`config.mk`:
```
export PLATFORM = sky130hd
export DESIGN_NAME = alu_cmd_sequencer
export DESIGN_NICKNAME = d
export VERILOG_FILES = /design/src/rtl/alu_cmd_sequencer.sv
export SDC_FILE = /design/constraint.sdc
export NUM_CORES = 1
export LEC_CHECK = 0
export BUFFER_PORTS_ARGS = -buffer_cell sky130_fd_sc_hd__buf_2
export CORE_UTILIZATION = 51
export DETAILED_ROUTE_END_ITERATION = 12
export GPL_TIMING_DRIVEN = 0
export HOLD_SLACK_MARGIN = 0.06
export PLACE_DENSITY = 0.86
export SLEW_MARGIN = 20
export SYNTH_ARGS = -nofsm -noshare
export SYNTH_HDL_FRONTEND = slang
export SYNTH_SLANG_ARGS = --single-unit
```
`constraint.sdc`:
```
create_clock -name clk -period 2.4 [get_ports clk]
set_clock_uncertainty 0.2 [all_clocks]
set_input_delay 0 -clock clk [delete_from_list [all_inputs] [get_ports clk]]
set_output_delay 0 -clock clk [all_outputs]
set_load 0.05 [all_outputs]
```
`src/rtl/alu_cmd_sequencer.sv`:
```
// alu_cmd_sequencer
//   Issue stage in front of the combinational basic_alu. Commands arrive
//   over a valid/ready handshake and are buffered in a DEPTH-entry FIFO.
//   One command at a time is loaded into the registered alu_* outputs. The
//   ALU's Result/Zero/Carry are captured one cycle later and presented
//   downstream over a second valid/ready handshake.
//
// Ports
//   clk, rst                    clock, asynchronous active-high reset
//   cmd_valid/cmd_ready         command handshake
//   cmd_op/cmd_a/cmd_b          command opcode and operands
//   alu_A/alu_B/alu_Sel         registered operands/select to basic_alu
//   alu_Result/Zero/Carry       combinational results from basic_alu
//   rsp_valid/rsp_ready         response handshake
//   rsp_result/zero/carry       captured ALU outputs
//   rsp_op/rsp_err              original opcode, illegal-opcode flag
//   done_count                  completed responses, wraps modulo 256
//   busy                        FSM not idle or FIFO holding commands
module alu_cmd_sequencer #(
  parameter int DEPTH = 4,
  parameter int AW    = 2
) (
  input  logic       clk,
  input  logic       rst,
  input  logic       cmd_valid,
  output logic       cmd_ready,
  input  logic [2:0] cmd_op,
  input  logic [7:0] cmd_a,
  input  logic [7:0] cmd_b,
  output logic [7:0] alu_A,
  output logic [7:0] alu_B,
  output logic [2:0] alu_Sel,
  input  logic [7:0] alu_Result,
  input  logic       alu_Zero,
  input  logic       alu_Carry,
  output logic       rsp_valid,
  input  logic       rsp_ready,
  output logic [7:0] rsp_result,
  output logic       rsp_zero,
  output logic       rsp_carry,
  output logic [2:0] rsp_op,
  output logic       rsp_err,
  output logic [7:0] done_count,
  output logic       busy
);

  localparam logic [AW:0] DEPTH_CNT = (AW+1)'(DEPTH);

  typedef enum logic [1:0] {IDLE, EXEC, RESP} state_t;

  state_t        state;
  state_t        state_next;

  logic [18:0]   fifo_mem [DEPTH];
  logic [AW-1:0] wr_ptr;
  logic [AW-1:0] rd_ptr;
  logic [AW:0]   count;
  logic          full;
  logic          empty;
  logic          push;
  logic          pop;

  logic [2:0]    head_op;
  logic [7:0]    head_a;
  logic [7:0]    head_b;
  logic          head_illegal;

  logic          err;
  logic [2:0]    cur_op;

  // Full/empty come only from the registered count, so a pop in the same
  // cycle never frees room for a push, and a fresh push is not popped
  // until the following cycle.
  assign full      = (count == DEPTH_CNT);
  assign empty     = (count == '0);
  assign cmd_ready = !full;
  assign push      = cmd_valid && !full;

  assign {head_op, head_a, head_b} = fifo_mem[rd_ptr];
  assign head_illegal = (head_op > 3'd4);

  assign busy = (state != IDLE) || !empty;

  // Command storage; contents need no reset because count gates every read.
  always_ff @(posedge clk) begin
    if (push) begin
      fifo_mem[wr_ptr] <= {cmd_op, cmd_a, cmd_b};
    end
  end

  // FIFO pointers and occupancy.
  always_ff @(posedge clk or posedge rst) begin
    if (rst) begin
      wr_ptr <= '0;
      rd_ptr <= '0;
      count  <= '0;
    end else begin
      if (push) begin
        wr_ptr <= wr_ptr + AW'(1);
      end
      if (pop) begin
        rd_ptr <= rd_ptr + AW'(1);
      end
      case ({push, pop})
        2'b10:   count <= count + (AW+1)'(1);
        2'b01:   count <= count - (AW+1)'(1);
        default: count <= count;
      endcase
    end
  end

  // State register.
  always_ff @(posedge clk or posedge rst) begin
    if (rst) begin
      state <= IDLE;
    end else begin
      state <= state_next;
    end
  end

  // Next state and pop decision. A response handshake with more work
  // queued goes straight back to EXEC so back-to-back commands take two
  // cycles each.
  always_comb begin
    state_next = state;
    pop        = 1'b0;
    case (state)
      IDLE: begin
        if (!empty) begin
          pop        = 1'b1;
          state_next = EXEC;
        end
      end
      EXEC: begin
        state_next = RESP;
      end
      RESP: begin
        if (rsp_ready) begin
          pop        = !empty;
          state_next = empty ? IDLE : EXEC;
        end
      end
      default: begin
        state_next = IDLE;
      end
    endcase
  end

  // Datapath: load the ALU on pop, capture the ALU one cycle later, and
  // retire the response on the downstream handshake. Illegal opcodes drive
  // a harmless ADD select and report a zeroed result with rsp_err set.
  always_ff @(posedge clk or posedge rst) begin
    if (rst) begin
      alu_A      <= '0;
      alu_B      <= '0;
      alu_Sel    <= '0;
      err        <= 1'b0;
      cur_op     <= '0;
      rsp_valid  <= 1'b0;
      rsp_result <= '0;
      rsp_zero   <= 1'b0;
      rsp_carry  <= 1'b0;
      rsp_op     <= '0;
      rsp_err    <= 1'b0;
      done_count <= '0;
    end else begin
      if (pop) begin
        alu_A   <= head_a;
        alu_B   <= head_b;
        alu_Sel <= head_illegal ? 3'b000 : head_op;
        err     <= head_illegal;
        cur_op  <= head_op;
      end
      if (state == EXEC) begin
        rsp_valid  <= 1'b1;
        rsp_result <= err ? 8'h00 : alu_Result;
        rsp_zero   <= err ? 1'b0 : alu_Zero;
        rsp_carry  <= err ? 1'b0 : alu_Carry;
        rsp_op     <= cur_op;
        rsp_err    <= err;
      end
      if ((state == RESP) && rsp_ready) begin
        rsp_valid  <= 1'b0;
        done_count <= done_count + 8'd1;
      end
    end
  end

endmodule

```
Word-level counts from Yosys, hierarchy flattened

Memories as Yosys holds them, arrays and structs flattened.
Cells that the tools add are included.

Magnitude comparators: 1
Add/subtract/negate cells: 5
Equality and inequality tests: 7
Multiplexer cells: 16
Reductions and logical operators: 11

Operators with widths:

| cell                  | number |
|---|---|
| $mux W1               | 9 |
| $add A8 B1 Y8 const B | 1 |
| $mux W8               | 1 |
| $pmux W2 S3           | 1 |
| $pmux W3 S2           | 1 |
| $reduce_bool A2 Y1    | 3 |
| $add A2 B1 Y2 const B | 2 |
| $eq A2 B1 Y1 const B  | 2 |
| $eq A2 B2 Y1 const B  | 2 |
| $mux W2               | 2 |
| $ne A2 B2 Y1 const B  | 2 |
| $add A3 B1 Y3 const B | 1 |
| $eq A3 B3 Y1 const B  | 1 |
| $gt A3 B3 Y1 const B  | 1 |
| $logic_not A3 Y1      | 1 |
| $mux W3               | 1 |
| $sub A3 B1 Y3 const B | 1 |
| $logic_and A1 B1 Y1   | 2 |
| $logic_not A1 Y1      | 2 |
| $logic_not A2 Y1      | 1 |
| $pmux W1 S2           | 1 |
| $reduce_and A2 Y1     | 1 |
| $logic_or A1 B1 Y1    | 1 |

Output and inout bits: 44
Memory bits (writable): 76
Input bits: 33
Bits in registers: 55
Memories kept: 1
Logic and storage cells: 57

Memory list:

| name     | depth | bits a word | rd ports | clocked after Yosys merged registers in | write ports | RTL line | RTL |
|---|---|---|---|---|---|---|---|
| fifo_mem | 4     | 19          | 1        | 0                                       | 1           | 54       | `logic [18:0] fifo_mem [DEPTH];` |

Depth between registers and ports, before layout

Gate-level depths: netlist (run 1).

Depth after elaboration: 6
Mapped depth: 8
Gate-level depth less buffers: 8

Worst setup path before layout (run 1)

No wires, ideal clock.

Path type: reg2reg
Start: register count[0]
End: register count[1]
Stages on the path, launching flop included: 7
Data arrival time: 2.247 ns
Period minus slack after synthesis: 2.572 ns
Path slack: -0.172 ns
Library setup time: 0.125 ns
Cells stage by stage: dfrtp_1 > or3b_1 > and2_4 > inv_1 > ha_1 > fa_1 > mux2_2

RTL lines:

| element                                           | RTL line | RTL |
|---|---|---|
| start, declared                                   | 57       | `logic [AW:0] count;` |
| start signal, assigned                            | 105      | `2'b10: count <= count + (AW+1)'(1);` |
| start signal, assigned                            | 106      | `2'b01: count <= count - (AW+1)'(1);` |
| start signal, assigned                            | 107      | `default: count <= count;` |
| $eq A3 B3 Y1 (*)                                  | 74       | `assign full = (count == DEPTH_CNT);` |
| $logic_not A1 Y1 (*)                              | -        |  |
| net cmd_ready                                     | 26       | `output logic cmd_ready,` |
| $logic_and A1 B1 Y1 (*)                           | 77       | `assign push = cmd_valid && !full;` |
| $eq A2 B1 Y1 or $eq A2 B2 Y1 (tied branches)      | 104      | `case ({push, pop})` |
| $pmux W3 S2 or $reduce_bool A2 Y1 (tied branches) | -        |  |

Mark *: on every way through the listed nets, which the timed path passes. The rest lies on a longest branch.
A chain may end at the register's enable or synchronous reset.

Worst setup path in the final report (run 1)

Start: register count[1]
End: register count[1]

Word-level cells in the longest chain between the ends: 6

Ends and longest elaborated chain:

| element                                           | RTL line | RTL |
|---|---|---|
| $logic_not A3 Y1                                  | 75       | `assign empty = (count == '0);` |
| $logic_not A1 Y1                                  | 139      | `pop = !empty;` |
| $mux W1                                           | 138      | `if (rsp_ready) begin` |
| $pmux W1 S2                                       | 127      | `case (state)` |
| $eq A2 B1 Y1 or $eq A2 B2 Y1 (tied branches)      | 104      |  |
| $pmux W3 S2 or $reduce_bool A2 Y1 (tied branches) | -        |  |

Several ways; a longest one is shown, not always the timed one.

==> flow_summary.yaml, run 1 <==
run_status:
  status: "finished clean"
layout:
  final_cells: 583
  layout-drive-gt1-share: 0.360
  antenna_cells: 0
  area.growth.synth_to_final_pct: 33.4
  layout_common_cells: "edfxtp_1, buf_2, dfrtp_1"
  fin_util: 0.701
  nNetsFinal: 477
synth:
  ys_types: 35
  syn_area_sq_mm: 0.00513
  ys_warn_count: 0
  ys_seq_area_frac: 0.712
  synth_nets: 324
  synth-seq-cells: 131
  syn_avg_cell_area_sq_um: 18.1
  syn_inst: 284
routing:
  ant_nets: 0
  wl_per_cell_microns: 18.7
  first_iter_violations: 133
  drt_pass1_iterations: 4
  routed_via_density: 5.22
  vias: 3042
  drc_errors: 0
  wl_microns: 10900
setup_path:
  arrival_ns: 2.52
  path_max_fanout: 6
  worst_setup_path_start_kind: "flop"
  reg2reg_slack_ns: 0.08
  criticalPathCategory: "flop to flop"
  reg2regPathDepth: 6
  crit_required_ns: 2.60
  timing.rr.end: "count[1]$_DFFE_PP0P_"
  crit_path_end_kind: "flop"
  crit-reg2reg-launch: "count[1]$_DFFE_PP0P_"
floorplanning:
  coreArea_sq_mm: 0.00977
  initial_utilization: 0.525
  die_area_sq_mm: 0.0105
  ios: 77
  die_h_microns: 102
  row_count: 36
  die_x_microns: 102
clocking:
  clockRootBuffer: "clkbuf_8"
  clock_latency_ns: 0.52
  cts_made_buffers: 17
  ctsLongestPathBuffers: 2
  numClockSinks: 131
  cts_tree: "built"
  cts-htree-levels: 4
  clkTransAtPathRegs_ns: 0.06
global_route:
  grt_max_degree: 56
  grt_util_met1: 0.241
  globalRouteMet2Util: 0.413
  grt_pass1_wl_microns: 16400
  busiest_layer: "met2"
  gr-usage-all-layers: 0.226
  grt.met3_usage: 0.0616
  grt_overflow_total: 0
  antenna_found_initial: 0
  grt_pass1_vias: 3196
timing:
  setup_viol: 0
  final_max_slew_viol_count: 0
  worst_slack_ns: 0.0789
  hold_viol: 0
  timing.fmax_mhz: 431
  whs_ns: 0.0909
  worst_slew_pin_slew_ns: 1.07
  fin_crit_ns: 2.32
  relSlewSlack: 0.286
  rsz0062_at_grt: "no"
  post-route-period-util: 0.967
worst_hold_path:
  hold_path_class: "input port to flop"
  hold_start: "rsp_ready"
  holdPathStages: 3
  hold_path_end: "state[1]$_DFFE_PP0P_"
place:
  io_buffers: 76
  post-place-ws_ns: -0.0862
  dp_cells: 493
  dp_hpwl_microns: 5730
  place_congestion: 0.720
flow_run:
  drv_cap: 0
power:
  pwr_density_cell_mw_per_mm2: 1460
  ir_worst_vdd_mv: 1.13
  leakagePower_nw: 2.83
[repair_timing]
item | 4_1_cts | 5_1_grt
endpoints found under the hold margin | 160 | 0
hold buffers | 52 | 0
pin swaps | 1 | 0
endpoints found under the setup margin | 2 | 2
resized for setup | 0 | 2
buffers inserted | 1 | 5
[layer usage]
layer / part of all wire / routed length [microns] / up-vias
met5: 0 / 0 / -
met4: 0.020 / 215 / 0
met3: 0.053 / 579 / 13
met2: 0.55 / 6020 / 110
met1: 0.38 / 4090 / 1543
li1: - / - / 1376
[how the worst max path moves through the flow]
| stage | endpoint | from | slack [ns] |
|---|---|---|---|
| finish | count[1]$_DFFE_PP0P_ | count[1]$_DFFE_PP0P_ | 0.08 |
| detailed placement | count[1]$_DFFE_PP0P_ | state[1]$_DFFE_PP0P_ | -0.09 |
| global route | count[1]$_DFFE_PP0P_ | count[1]$_DFFE_PP0P_ | 0.005 |
| floorplan | count[1]$_DFFE_PP0P_ | count[0]$_DFFE_PP0P_ | 0.03 |
| CTS | count[2]$_DFFE_PP0P_ | count[0]$_DFFE_PP0P_ | 0.02 |
| global placement | count[1]$_DFFE_PP0P_ | state[1]$_DFFE_PP0P_ | -0.04 |
[sequential cells by signal, indices dropped and copies added (netlist names), 2 cells and up]
signal      flops
alu_Sel         3
cur_op          3
alu_A           8
alu_B           8
fifo_mem       76
done_count      8
rsp_result      8
state           2
rd_ptr          2
wr_ptr          2
rsp_op          3
count           3
[Yosys cell counts]
| library cell | number | area [sq um] |
|---|---|---|
| mux4_2 | 9 | 203 |
| mux4_1 | 10 | 263 |
| clkbuf_8 | 1 | 13.8 |
| nor2_1 | 3 | 11.3 |
| and3_1 | 4 | 25.0 |
| xor2_1 | 5 | 43.8 |
| nand4_1 | 3 | 18.8 |
| or3b_1 | 1 | 8.76 |
| nor3_1 | 2 | 10.0 |
| clkbuf_1 | 5 | 18.8 |
| a21oi_1 | 1 | 5.00 |
| inv_1 | 7 | 26.3 |
| nand4b_1 | 1 | 8.76 |
| nand2_1 | 26 | 97.6 |
| edfxtp_1 | 76 | 2280 |
| nand3_1 | 1 | 5.00 |
| fa_1 | 1 | 20.0 |
| mux2_4 | 1 | 15.0 |
| nor4_1 | 1 | 6.26 |
| mux2i_1 | 1 | 10.0 |
| nor3b_1 | 1 | 7.51 |
| buf_6 | 5 | 56.3 |
| nor2b_1 | 2 | 12.5 |
| xnor2_1 | 8 | 70.1 |
| and2_4 | 1 | 8.76 |
| and2b_2 | 1 | 8.76 |
| o21ai_0 | 13 | 65.1 |
| and3b_1 | 1 | 8.76 |
| nor3_4 | 2 | 32.5 |
| nor4b_1 | 1 | 8.76 |
| mux2_2 | 26 | 293 |
| nand3b_1 | 1 | 7.51 |
| nand2b_1 | 2 | 12.5 |
| dfrtp_1 | 55 | 1380 |
| ha_1 | 6 | 75.1 |
[critical path, cell delays in order, from the launching register on]
cell and delay [ns]:
dfrtp_2 0.45, or3b_4 0.42, and2_4 0.19, inv_1 0.05, ha_1 0.20, fa_1 0.42
mux2_2 0.27
[where the power goes]
| group | internal (mW) | leakage (nW) | switching, mW |
|---|---|---|---|
| Clock | 1.60 | 0.289 | 1.00 |
| Sequential | 3.13 | 1.36 | 0.378 |
| Combinational | 1.47 | 1.18 | 2.39 |
| Total | 6.21 | 2.83 | 3.77 |
[layout make-up]
cell class,instances,area [sq um]
repair buffers,134,946
plain buffers,11,88.8
inverters,7,28.8
fillers,600,2930
flip-flops and latches,131,3660
clock buffers,19,422
multi-input cells,135,1360
clock inverters,13,173
well taps,133,166
[cells by family (layout without fill, tap and decap cells)]
group	Yosys count	count (layout)	synth area share
flops	131	131	0.712
simple gates	54	54	0.0582
mux	47	47	0.153
buf+inv	18	184	0.0224
compound gates	14	14	0.0136
xor+xnor	13	13	0.0222
fa+ha+maj	7	7	0.0185
[through the flow]
stage / area (sq um) / setup TNS (ns) / power, mW
floorplan: 5140 / 0 / 6.28
global placement: 5680 / -0.0374 / 6.99
detailed placement: 5690 / -0.0862 / 7.17
CTS: 6810 / 0 / 9.89
global route: 6850 / 0 / 10.4
finish: 6850 / 0 / 9.97
Power figures use the tool's default switching activity.
==> run 2, diff against run 1 <==
Settings changed: CORE_MARGIN from default to 2, PLACE_DENSITY 0.86 to 0.77.
==> flow_summary.yaml, run 2 (synthesis gave the netlist of run 1 again) <==
clocking:
  ctsLongestPathBuffers: 2
  cts_tree: "built"
  clock_latency_ns: 0.51
  clockRootBuffer: "clkbuf_8"
  clkTransAtPathRegs_ns: 0.06
  cts-htree-levels: 4
  numClockSinks: 131
  cts_made_buffers: 17
place:
  dp_cells: 493
  dp_hpwl_microns: 5510
  dpl-instance-area_sq_mm: 0.00569
  io_buffers: 76
  place_congestion: 0.739
  post-place-ws_ns: -0.0690
power:
  leakagePower_nw: 2.81
  p_total_mw: 9.70
  sequentialPowerShare: 0.358
  internal-power_mw: 6.00
  combPwrFrac: 0.387
  ir_worst_vdd_mv: 1.03
  pwr_density_cell_mw_per_mm2: 1420
  power.net_switching_mw: 3.70
  swShare: 0.381
  p_clk_frac: 0.255
routing:
  drc_errors: 0
  first_iter_violations: 123
  ant_nets: 0
  drt_pass1_iterations: 5
  wl_microns: 9740
  wl_per_cell_microns: 16.8
  routed_via_density: 5.13
  vias: 2981
global_route:
  grt_pass1_wl_microns: 15800
  gr-usage-all-layers: 0.192
  grt_pass1_vias: 3084
  grt_max_degree: 56
  antenna_found_initial: 0
  grt_overflow_total: 0
layout:
  final_cells: 581
  antenna_cells: 0
  layout_common_cells: "edfxtp_1, buf_2, dfrtp_1"
  multi_input_area_sq_mm: 0.00136
  fillers: 637
  fin_util: 0.697
  layout-drive-gt1-share: 0.362
  largest-register: "fifo_mem"
  fin_area_sq_mm: 0.00681
  seq_area_sq_mm: 0.00366
  nNetsFinal: 475
  area.growth.synth_to_final_pct: 32.7
  largest_reg_flops: 76
run_status:
  status: "finished clean"
timing:
  relSlewSlack: 0.283
  rsz0062_at_grt: "no"
  setup_viol: 0
  worst_slack_ns: 0.0782
  timing.fmax_mhz: 431
  worst_slew_pin_slew_ns: 1.08
  whs_ns: 0.0855
  final_max_slew_viol_count: 0
  post-route-period-util: 0.967
  fin_crit_ns: 2.32
  hold_viol: 0
  setup_tns_ns: 0
setup_path:
  critPathBufInv: 1
  worst_setup_path_start_kind: "flop"
  critPathMaxStageDelay_ns: 0.46
  crit_path_end_kind: "flop"
  crit_chain: "or3b_4 -> and2_4 -> inv_1 -> ha_1 -> fa_1 -> mux2_2"
  path_max_fanout: 6
  path_delay_family: "simple AND/OR/NAND/NOR gates"
  criticalPathCategory: "flop to flop"
  critPathSlowestCell: "dfrtp_2"
  arrival_ns: 2.50
  crit_required_ns: 2.58
floorplanning:
  die_h_microns: 104
  die_area_sq_mm: 0.0109
  die_x_microns: 104
  ios: 77
  row_count: 36
  coreArea_sq_mm: 0.00977
  initial_utilization: 0.525
flow_run:
  drv_cap: 0
worst_hold_path:
  hold_path_class: "input port to flop"
[run 2: cell types whose count changed in the layout (fill, tap and decap cells not counted), sizes merged]
cell         before  now
buf              87   86
bufinv            3    1
clkbuf           25   23
clkinv            3    2
clkinvlp          1    3
dlygate4sd3      52   51
inv              13   16
[run 2: final timing paths]
kind	depth (start not counted)	slack, ns	startpoint	endpoint
max	6	0.08	count[0]$_DFFE_PP0P_	count[1]$_DFFE_PP0P_
min	2	0.09	cmd_op[0]	fifo_mem[0][16]$_DFFE_PP_
max reg2reg	6	0.08	count[0]$_DFFE_PP0P_	count[1]$_DFFE_PP0P_
min reg2reg	1	0.27	done_count[7]$_DFFE_PP0P_	done_count[7]$_DFFE_PP0P_
max in group asynchronous	4	0.93	rst	count[0]$_DFFE_PP0P_
min in group asynchronous	4	0.56	rst	done_count[6]$_DFFE_PP0P_
[run 2: repair_timing]
action                                  in CTS  in global routing
resized for setup                            0                  1
endpoints found under the hold margin      160                  0
endpoints found under the setup margin       1                  2
setup buffers                                1                  4
hold buffers                                51                  0
pin swaps                                    1                  1
[run 2: area by class of cell]
| class | instances | share of cell area |
|---|---|---|
| Sequential cell | 131 | 0.537 |
| Multi-Input combinational cell | 135 | 0.200 |
| Timing Repair Buffer | 132 | 0.136 |
| Clock buffer | 17 | 0.0608 |
| Tap cell | 133 | 0.0244 |
| Clock inverter | 15 | 0.0237 |
| Buffer | 11 | 0.0130 |
| Inverter | 7 | 0.00422 |
[run 2: routing by layer]
metal,share of wire,wire length [microns],global-route usage
met1,0.40,3930,0.242
met2,0.54,5220,0.325
met3,0.057,555,0.0589
met4,0.0037,36,0.0492
met5,0,0,0
[run 2: power by group through the flow]
| stage | Sequential, mW | Clock (mW) | Combinational [mW] |
|---|---|---|---|
| after floorplan | 4.47 | 0 | 1.81 |
| after CTS | 3.47 | 2.52 | 3.72 |
| after global placement | 3.47 | 0 | 3.55 |
| after detailed placement | 3.51 | 0 | 3.62 |
| after global routing | 3.55 | 2.63 | 4.03 |
| final | 3.48 | 2.47 | 3.75 |
[run 2: worst reg2reg max path: cells and delay by family (launching register included)]
family / cells / cell delay [ns]
and+or+nand+nor: 2 / 0.63
adders and majority gates: 2 / 0.61
DFF: 1 / 0.46
muxes: 1 / 0.26
buffers and inverters: 1 / 0.05
